==> config.mk <==
export PLATFORM = sky130hd
export DESIGN_NAME = core_dispatcher
export DESIGN_NICKNAME = d
export VERILOG_FILES = /design/src/rtl/core_dispatcher_pkg.sv /design/src/rtl/core_dispatcher_rr_arbiter.sv /design/src/rtl/core_dispatcher.sv
export SDC_FILE = /design/constraint.sdc
export NUM_CORES = 1
export LEC_CHECK = 0
export ABC_AREA = 0
export CORE_MARGIN = 2
export CORE_UTILIZATION = 28
export DETAILED_ROUTE_END_ITERATION = 7
export PLACE_DENSITY = 0.61
export SYNTH_ARGS = -nofsm -noshare
export SYNTH_HDL_FRONTEND = slang
export SYNTH_SLANG_ARGS = --single-unit
==> constraint.sdc <==
create_clock -name clk -period 3.1 [get_ports clk]
set_input_delay 0.465 -clock clk [delete_from_list [all_inputs] [get_ports clk]]
set_output_delay 0.465 -clock clk [all_outputs]
set_load 0.01 [all_outputs]
==> src/rtl/core_dispatcher_pkg.sv <==
// Shared constants for the packet-core dispatcher: default core count,
// derived index/count widths and the verdict encoding.
package core_dispatcher_pkg;

   localparam int N_CORES_DEF   = 4;
   localparam int ID_WIDTH_DEF  = $clog2(N_CORES_DEF);
   localparam int CNT_WIDTH_DEF = ID_WIDTH_DEF + 1;

   localparam logic VRD_ACC = 1'b1;
   localparam logic VRD_REJ = 1'b0;

endpackage

==> src/rtl/core_dispatcher_rr_arbiter.sv <==
// Combinational round-robin pick: first set request at or after i_ptr,
// wrapping modulo N (N must be a power of two).
module rr_arbiter #(
   parameter int N = 4,
   parameter int W = 2
) (
   input  logic [N-1:0] i_req,
   input  logic [W-1:0] i_ptr,
   output logic [N-1:0] o_gnt,
   output logic [W-1:0] o_idx,
   output logic         o_any
);

   // w_rot[k] is the request k positions past the pointer
   logic [N-1:0] w_rot;

   generate
      for (genvar gi = 0; gi < N; gi++) begin : g_rot
         logic [W-1:0] w_src;
         assign w_src     = i_ptr + W'(gi);
         assign w_rot[gi] = i_req[w_src];
      end
   endgenerate

   always_comb begin
      o_idx = '0;
      for (int k = N - 1; k >= 0; k--) begin
         if (w_rot[k]) begin
            o_idx = i_ptr + W'(k);
         end
      end
      o_any = |w_rot;
      o_gnt = o_any ? ({{(N-1){1'b0}}, 1'b1} << o_idx) : '0;
   end

endmodule

==> src/rtl/core_dispatcher.sv <==
// Distributes packets over N_CORES filter cores and retires their verdicts in
// dispatch order. CORE_DISPATCHER_STATS_EN adds accept/reject counters.
module core_dispatcher
   import core_dispatcher_pkg::*;
#(
   parameter int N_CORES   = N_CORES_DEF,
   parameter int ID_WIDTH  = $clog2(N_CORES),
   parameter int CNT_WIDTH = ID_WIDTH + 1
) (
   input  logic                 clk,
   input  logic                 rst,
   input  logic                 pkt_req,
   output logic                 pkt_gnt,
   output logic [ID_WIDTH-1:0]  pkt_core,
   input  logic [N_CORES-1:0]   core_idle,
   output logic [N_CORES-1:0]   core_start,
   input  logic [N_CORES-1:0]   core_acc,
   input  logic [N_CORES-1:0]   core_rej,
   output logic [N_CORES-1:0]   core_done_ack,
   output logic                 vrd_vld,
   input  logic                 vrd_rdy,
   output logic                 vrd_acc,
   output logic [ID_WIDTH-1:0]  vrd_core,
`ifdef CORE_DISPATCHER_STATS_EN
   input  logic                 stats_clr,
   output logic [31:0]          acc_cnt,
   output logic [31:0]          rej_cnt,
`endif
   output logic [CNT_WIDTH-1:0] inflight
);

   logic [ID_WIDTH-1:0]  r_fifo [N_CORES];
   logic [ID_WIDTH:0]    r_wr_ptr;
   logic [ID_WIDTH:0]    r_rd_ptr;
   logic [CNT_WIDTH-1:0] r_inflight;
   logic [N_CORES-1:0]   r_busy;
   logic [ID_WIDTH-1:0]  r_rr_ptr;
   logic                 r_rst_q;

   logic [N_CORES-1:0]   w_eligible;
   logic [N_CORES-1:0]   w_arb_gnt;
   logic [ID_WIDTH-1:0]  w_arb_idx;
   logic                 w_arb_any;
   logic                 w_gnt;
   logic                 w_empty;
   logic [ID_WIDTH-1:0]  w_head;
   logic                 w_head_acc;
   logic                 w_head_rej;
   logic                 w_vld;
   logic                 w_fire;

   assign w_eligible = core_idle & ~r_busy;

   rr_arbiter #(
      .N (N_CORES),
      .W (ID_WIDTH)
   ) u_arb (
      .i_req (w_eligible),
      .i_ptr (r_rr_ptr),
      .o_gnt (w_arb_gnt),
      .o_idx (w_arb_idx),
      .o_any (w_arb_any)
   );

   // r_rst_q keeps every output quiet for the first cycle out of reset
   assign w_gnt    = pkt_req & w_arb_any & ~rst & ~r_rst_q;
   assign w_empty  = (r_inflight == '0);
   assign w_head   = r_fifo[r_rd_ptr[ID_WIDTH-1:0]];
   assign w_head_acc = core_acc[w_head];
   assign w_head_rej = core_rej[w_head];
   assign w_vld    = ~w_empty & (w_head_acc | w_head_rej) & ~rst & ~r_rst_q;
   assign w_fire   = w_vld & vrd_rdy;

   assign pkt_gnt    = w_gnt;
   assign pkt_core   = w_gnt ? w_arb_idx : '0;
   assign core_start = w_gnt ? w_arb_gnt : '0;
   assign vrd_vld    = w_vld;
   assign vrd_acc    = w_vld & w_head_acc & ~w_head_rej;
   assign vrd_core   = w_vld ? w_head : '0;
   assign inflight   = rst ? '0 : r_inflight;

   generate
      for (genvar gi = 0; gi < N_CORES; gi++) begin : g_ack
         assign core_done_ack[gi] = w_fire & (w_head == ID_WIDTH'(gi));
      end
   endgenerate

   always_ff @(posedge clk) begin
      r_rst_q <= rst;
      if (rst) begin
         r_wr_ptr   <= '0;
         r_rd_ptr   <= '0;
         r_inflight <= '0;
         r_busy     <= '0;
         r_rr_ptr   <= '0;
      end else begin
         // granted core is never busy and the retired one always is, so no overlap
         r_busy     <= (r_busy | core_start) & ~core_done_ack;
         r_inflight <= r_inflight + CNT_WIDTH'(w_gnt) - CNT_WIDTH'(w_fire);
         if (w_gnt) begin
            r_fifo[r_wr_ptr[ID_WIDTH-1:0]] <= w_arb_idx;
            r_wr_ptr <= r_wr_ptr + (ID_WIDTH+1)'(1);
            r_rr_ptr <= w_arb_idx + ID_WIDTH'(1);
         end
         if (w_fire) begin
            r_rd_ptr <= r_rd_ptr + (ID_WIDTH+1)'(1);
         end
      end
   end

`ifdef CORE_DISPATCHER_STATS_EN
   logic [31:0] r_acc_cnt;
   logic [31:0] r_rej_cnt;

   always_ff @(posedge clk) begin
      if (rst || stats_clr) begin
         r_acc_cnt <= '0;
         r_rej_cnt <= '0;
      end else if (w_fire) begin
         if (vrd_acc == VRD_ACC) begin
            if (r_acc_cnt != 32'hFFFF_FFFF) r_acc_cnt <= r_acc_cnt + 32'd1;
         end else begin
            if (r_rej_cnt != 32'hFFFF_FFFF) r_rej_cnt <= r_rej_cnt + 32'd1;
         end
      end
   end

   assign acc_cnt = rst ? '0 : r_acc_cnt;
   assign rej_cnt = rst ? '0 : r_rej_cnt;
`endif

   a_ptr_sync: assert property (@(posedge clk) disable iff (rst)
      (r_wr_ptr - r_rd_ptr) == (ID_WIDTH+1)'(r_inflight));
   a_no_overflow: assert property (@(posedge clk) disable iff (rst)
      !(w_gnt && !w_fire && r_inflight == CNT_WIDTH'(N_CORES)));

endmodule

After elaboration in Yosys (flattened, before gate mapping)

Memories as Yosys holds them, arrays and structs flattened. A register that Yosys moved wholly into a read port is not among the register bits.
Cells that the tools add are included.

Memory bits (writable): 8
Memories: 1
Input bits: 16
Output and inout bits: 18
Bits in registers: 16
Word-level logic and storage cells: 76

Memory list:

| name   | depth | width | read ports | clocked after Yosys merged registers in | write ports | line                  | RTL |
|---|---|---|---|---|---|---|---|
| r_fifo | 4     | 2     | 1          | 1                                       | 1           | core_dispatcher.sv:32 | `logic [ID_WIDTH-1:0] r_fifo [N_CORES];` |

Reduce and logical (&&, ||, !) cells: 3
Mux-type cells: 26
Add/subtract/negate cells: 8
Shifts and indexed selects: 1
$lt $le $gt $ge: 5
Bitwise operators: 23
Eq/ne operators: 3

Operators with widths:

| cell                                                                 | number |
|---|---|
| 2-bit two-way mux                                                    | 8 |
| 2-bit by 3-bit < comparator with 1-bit output, second input constant | 5 |
| 1-bit bitwise AND                                                    | 13 |
| 1-bit binary-select mux with 2-bit select                            | 6 |
| 1-bit two-way mux                                                    | 9 |
| 4-bit bitwise AND                                                    | 2 |
| 4-bit two-way mux                                                    | 2 |
| 4-bit inverter                                                       | 2 |
| 3-bit by 1-bit adder with 3-bit output, second input constant        | 2 |
| 2-bit by 1-bit adder with 2-bit output, second input constant        | 2 |
| 2-bit adder, second input constant                                   | 2 |
| 2-bit == test, second input constant                                 | 2 |
| 1-bit inverter                                                       | 4 |
| 4-bit bitwise OR                                                     | 1 |
| 4-bit OR reduction                                                   | 1 |
| 1-bit by 2-bit << shifter with 4-bit output, first input constant    | 1 |
| 3-bit by 1-bit adder with 3-bit output                               | 1 |
| 3-bit logical NOT                                                    | 1 |
| 3-bit two-way mux                                                    | 1 |
| 3-bit by 1-bit subtractor with 3-bit output                          | 1 |
| 2-bit by 1-bit == test with 1-bit output, second input constant      | 1 |
| 2-bit logical NOT                                                    | 1 |
| 1-bit bitwise OR                                                     | 1 |

Logic depth before layout (Yosys ltp)

Gate-level depths: netlist of run 1.

Word-level depth: 13
Gate-level depth with buffers: 10

Cells and area by module

From an unflattened synthesis of run 1, not the netlist that was laid out.

Cell total of the unflattened synthesis: 161
Area total of the unflattened synthesis: 1503.9 µm²

Modules (own cells, without submodules):

| module          | seq. area each (µm²) | area an instance (µm²) | times used | cells an instance |
|---|---|---|---|---|
| core_dispatcher | 560.5                | 1292.5                 | 1          | 128 |
| rr_arbiter      | 0.0                  | 211.5                  | 1          | 33 |

Least setup slack after synthesis of run 1

No wires, ideal clock.

Path type: register to register
Start: register (tool-made name)
End: register r_inflight[2]
Arrival time: 2359 ps
Library setup time: 128 ps
Path slack: 613 ps
Cell stages (with the launch flop): 11
Buffers on the path: 1
Cell sequence: dfxtp_1 -> mux4_2 -> buf_6 -> mux2i_2 -> o2bb2ai_2 -> ha_1 -> inv_1 -> ha_1 -> fa_1 -> xnor2_1 -> nor2_1

RTL lines:

| item                   | line                  | RTL |
|---|---|---|
| end signal: assignment | core_dispatcher.sv:99 | `r_inflight <= r_inflight + CNT_WIDTH'(w_gnt) - CNT_WIDTH'(w_fire);` |
| end: declaration       | core_dispatcher.sv:35 | `logic [CNT_WIDTH-1:0] r_inflight;` |

Worst setup path after layout of run 1

Start: input vrd_rdy
End: output core_done_ack[0]

Cells in the longest elaborated chain, start to end: 2

Ends and longest elaborated chain:

| item               | line                  | RTL |
|---|---|---|
| start: declaration | core_dispatcher.sv:21 | `input logic vrd_rdy,` |
| 1-bit bitwise AND  | core_dispatcher.sv:72 | `assign w_fire = w_vld & vrd_rdy;` |
| 1-bit bitwise AND  | core_dispatcher.sv:84 | `assign core_done_ack[gi] = w_fire & (w_head == ID_WIDTH'(gi));` |
| end: declaration   | core_dispatcher.sv:19 | `output logic [N_CORES-1:0] core_done_ack,` |

Every way passes these cells.

==> metrics, run 1 <==
Post-layout nets=218; pins over their slew limit=0; DRC viols=0; worst min path class=flop to flop; Async S/R FF share, synth=0; status=finished clean; CTS tree=yes; cell with the most instances after synthesis=nor2_1; commonest register cell after synthesis=dfxtp_1; Max IR drop VDD=0.218 mV; H-tree level count=1; Post-synth EDFFs=8; post-DR vias/cell=4.24; PortBufs=33; Ports=34; largest net degree at the start of global routing=19; share of cells above drive strength 1=0.174; leak pwr=0.798 nW; GRT Residual Overflow=0; area leader, netlist=dfxtp_1; Syn-to-layout area delta=43.6%; Max Clock Skew=4.44 ps; core area=4720 sq um; CTS Root Cell=clkbuf_8; WL per Instance=11.5 um; sequential area share after synthesis=0.411; worst skew pair latency=260 ps; Synth Register Bits=24; final hold vios=0; synthesized instance count=142; # rows=25; synth unique cells=35; first-pass GRT wire length=4570 um; remaining antenna violation count=0; setup TNS=0 ps; crit end category=output pin; clock buffer depth=2; kind of critical path=input pin to output pin; Req. time, crit path=2630 ps; drt first pass iters=4; Post-Syn Area=1360 sq um; fmax=334 MHz; initial DRC count=19; clk slew on worst S/H paths=80 ps; YS warnings=0; utilization after layout=0.414; slew margin rel.=0.749; Commonest cells post-synth=nor2_1, dfxtp_1, inv_1, ha_1, nor3_1; Die Y-Extent=73.8 um; Final Non-Filler Cells=257; Max Cap Viol=0; initial antenna violation count=0; Power, Total=0.000727 W; CTS sink count=24; # diodes=0; Critical Path AT=2530 ps; crit path max fanout=2; Die W=73.8 um; Placer Congestion=0.791; vias in the first global route=1007; Avg Cell Area, Syn=9.60 sq um; unrepaired setup endpoints after global routing=no; DR vias=1089; Inst Count DP=249; final worst path period share=0.965; final wirelength=2950 um; cts bufs inserted=3; gr usage total=0.110; top cell type's share of synthesized area=0.235; dominant cells by area after synthesis=dfxtp_1, edfxtp_1, ha_1, nor2_1, and2_1; Mapped Nets=169; PD cells=372 nW/um^2; min cycle time layout=2990 ps; # setup viols final=0; DP HPWL=2310 um; starting density of the core=0.288; Startpoint Class=input pin; die area=5440 sq um; Tightest Pin Transition=375 ps
worst max-delay path: stages:
cell	delay, ps
clkdlybuf4s50_1	490
or3b_1	360
or3_1	380
nor3_1	240
clkdlybuf4s50_1	590
timing repair:
| action | 4_1_cts | 5_1_grt |
|---|---|---|
| endpoints found under the setup margin | 1 | 6 |
| setup buffers | 0 | 4 |
| resized for setup | 1 | 10 |
| gates cloned | 0 | 0 |
| hold buffers | 0 | 0 |
layout by cell type, fill, tap and decap left out, drive strengths merged, types with 2 or more instances in the layout:
master	synthesis	routed
xnor2	4	4
mux2i	4	4
inv	12	12
or3	2	2
dlymetal6s2s	0	2
nand2	6	6
nor2	17	17
nor2b	7	7
clkdlybuf4s50	0	31
buf	1	15
a211oi	3	3
nand2b	4	4
dfxtp	16	16
a21oi	7	7
edfxtp	8	8
clkbuf	3	4
nor3b	4	4
mux4	2	2
ha	10	10
and2	9	9
nor3	10	10
path summary, 6_finish.rpt:
check / from / to / slack [ps] / cells past startpoint
hold reg to reg: r_rd_ptr[1]$_SDFFE_PP0P_ / flop / 500 / 1
setup / recovery: vrd_rdy / core_done_ack[0] / 110 / 5
setup reg to reg: flop / r_inflight[1]$_SDFF_PP0_ / 420 / 8
hold / removal: r_rd_ptr[1]$_SDFFE_PP0P_ / flop / 500 / 1
flip-flops by register name, indices dropped and copies added (netlist names), named ones only:
signal / flops
r_inflight: 3
r_wr_ptr: 2
r_busy: 4
r_rr_ptr: 2
r_rd_ptr: 2
r_rst_q: 1
r_fifo: 8
layout make-up:
class                   instances  area [sq um]
clock buffers                   4          55.1
fillers                       480          2770
inverters                      12          45.0
multi-input cells             102           763
flip-flops and latches         24           562
well taps                      67          83.8
repair buffers                 48           448
kinds of logic (layout without fill, tap and decap cells):
group	count (synthesis)	in the layout	share of synthesized area
AOI/OAI and AO/OA	17	17	0.0872
xor gates and xnor gates	4	4	0.0257
adders and majority gates	11	11	0.107
buffers and inverters	16	64	0.0496
DFF	24	24	0.411
muxes	7	7	0.0735
and+or+nand+nor	63	63	0.246
power by group:
group	total [W]	internal, W	switching, W
registers	0.000353	0.000341	0.0000122
logic	0.000169	0.0000903	0.0000788
clock network	0.000205	0.000113	0.0000918
total	0.000727	0.000544	0.000183
through the flow:
stage          instance area, sq um  worst slack (ps)  hold slack (ps)
3_5_place_dp                   1840              2.70              487
2_1_floorplan                  1360               613              428
5_1_grt                        1960              3.15              530
6_report                       1960               109              497
3_3_place_gp                   1840              14.6              446
4_1_cts                        1890              8.15              499
layer usage:
| layer | routed length (um) | track usage |
|---|---|---|
| met3 | 137 | 0.0165 |
| met4 | 19 | 0.0364 |
| met1 | 1460 | 0.154 |
| met2 | 1330 | 0.174 |
| met5 | 0 | 0 |
Power figures use the tool's default switching activity.
==> inputs of run 2 (changes only) <==
Settings changed: CAP_MARGIN set to 25, SKIP_LAST_GASP set to 1.
==> results of run 2 <==
The final DEF is identical to that of run 1; final timing and power are the same.
==> inputs of run 3 (changes only) <==
Settings changed: CORE_MARGIN 2 to unset, CORE_UTILIZATION 28 to 23, PLACE_DENSITY 0.61 to 0.54, SKIP_CTS_REPAIR_TIMING set to 1.
==> metrics, run 3 (synthesis gave the netlist of run 1 again) <==
status=finished clean; initial antenna violation count=0; Syn-to-layout area delta=48.0%; crit end category=output pin; Switch Pwr=0.000185 W; register-to-register setup slack=430 ps; pins over their slew limit=0; final hold vios=0; Max IR drop VDD=0.141 mV; Int Pwr=0.000530 W; commonest non-fill, non-tap cell in the layout=clkdlybuf4s50_1; fmax=335 MHz; Post-DP Area=1880 sq um; Post-layout nets=223; min-delay src=r_rd_ptr[1]$_SDFFE_PP0P_; gr usage total=0.0997; share of cells above drive strength 1=0.179; CTS tree=yes; Final Non-Filler Cells=267; Ports=34; unrepaired setup endpoints after global routing=yes; Worst Setup SP=vrd_rdy; sw frac=0.259; Max Cap Viol=0; core area=5610 sq um; Inst Count DP=259; Design Area, Final=2020 sq um; cts bufs inserted=3; # rows=27; H-tree level count=1; remaining antenna violation count=0; clk slew on worst S/H paths=80 ps; # setup viols final=0; Flop pwr share=0.495; slew margin rel.=0.784; # diodes=0; post-DR vias/cell=4.22; GRT Residual Overflow=0; Setup crit end=core_done_ack[2]; DRC viols=0; Startpoint Class=input pin; vias in the first global route=1080; Comb power frac=0.251; Tightest Pin Transition=322 ps; CTS sink count=24; CTS Root Cell=clkbuf_8; number of flip-flops under the largest register name=8; kind of critical path=input pin to output pin; reg2reg end=r_inflight[1]$_SDFF_PP0_; RR Startpoint=r_fifo[3][1]$_DFFE_PP_; worst skew pair latency=260 ps; Max Clock Skew=6.73 ps; PD cells=355 nW/um^2; largest net degree at the start of global routing=19; leak pwr=0.860 nW; die area=6240 sq um; crit path max fanout=2; Req. time, crit path=2630 ps; initial DRC count=41; PortBufs=33; clock buffer depth=2; WL per Instance=12.0 um; commonest non-fill, non-tap cells in the layout=clkdlybuf4s50_1, buf_4, nor2_1, dfxtp_1, inv_1; DR vias=1127; Die Y-Extent=79.0 um; starting density of the core=0.243; final wirelength=3200 um; power share of the clock group=0.254; reg2reg path depth=8; DP HPWL=2270 um; Placer Congestion=0.846; drt first pass iters=4; worst min path class=flop to flop; final worst path period share=0.964; Critical Path AT=2520 ps; Die W=79.0 um; first-pass GRT wire length=4850 um; min cycle time layout=2990 ps
## run 3: power by group through the flow
stage	clock [W]	combinational, W	sequential [W]
after floorplan	0	0.0000952	0.000357
after global placement	0	0.000167	0.000360
after detailed placement	0	0.000166	0.000360
after CTS	0.000194	0.000168	0.000353
after global routing	0.000201	0.000199	0.000356
final	0.000182	0.000180	0.000354
## run 3: metrics by stage
stage | utilization | total power (W) | hold WS (ps) | setup WS [ps] | setup TNS (ps)
global placement | 0.335 | 0.000527 | 450 | -108 | -302
CTS | 0.343 | 0.000715 | 464 | -136 | -448
global route | 0.360 | 0.000756 | 494 | -9.49 | -9.49
floorplan | - | 0.000452 | 428 | 613 | 0
detailed placement | 0.335 | 0.000526 | 448 | -131 | -370
finish | 0.360 | 0.000715 | 460 | 111 | 0
## run 3: final cells by class
| type | instances | area (sq um) |
|---|---|---|
| clock buffers | 4 | 45.0 |
| fillers | 613 | 3590 |
| inverters | 12 | 45.0 |
| multi-input cells | 103 | 792 |
| flip-flops and latches | 24 | 562 |
| well taps | 72 | 90.1 |
| repair buffers | 52 | 483 |
## run 3: worst min-delay path by stage
| stage | endpoint | cells after the start |
|---|---|---|
| after CTS | flop | 1 |
| final | r_rd_ptr[1]$_SDFFE_PP0P_ | 1 |
| after global placement | r_rd_ptr[1]$_SDFFE_PP0P_ | 1 |
| after floorplan | flop | 1 |
| after detailed placement | flop | 1 |
| after global routing | r_rd_ptr[1]$_SDFFE_PP0P_ | 1 |
## run 3: routing by layer
metal,vias to the layer above,global-route usage,wire [um]
li1,594,-,-
met1,507,0.131,1640
met2,24,0.158,1390
met3,2,0.0195,146
met4,0,0.0436,23
met5,-,0,0
## run 3: worst max-delay path, cell delays in order
cell and delay (ps):
clkdlybuf4s50_1 480, or3b_1 370, or3_1 410, nor3b_2 230, clkdlybuf4s50_1 570
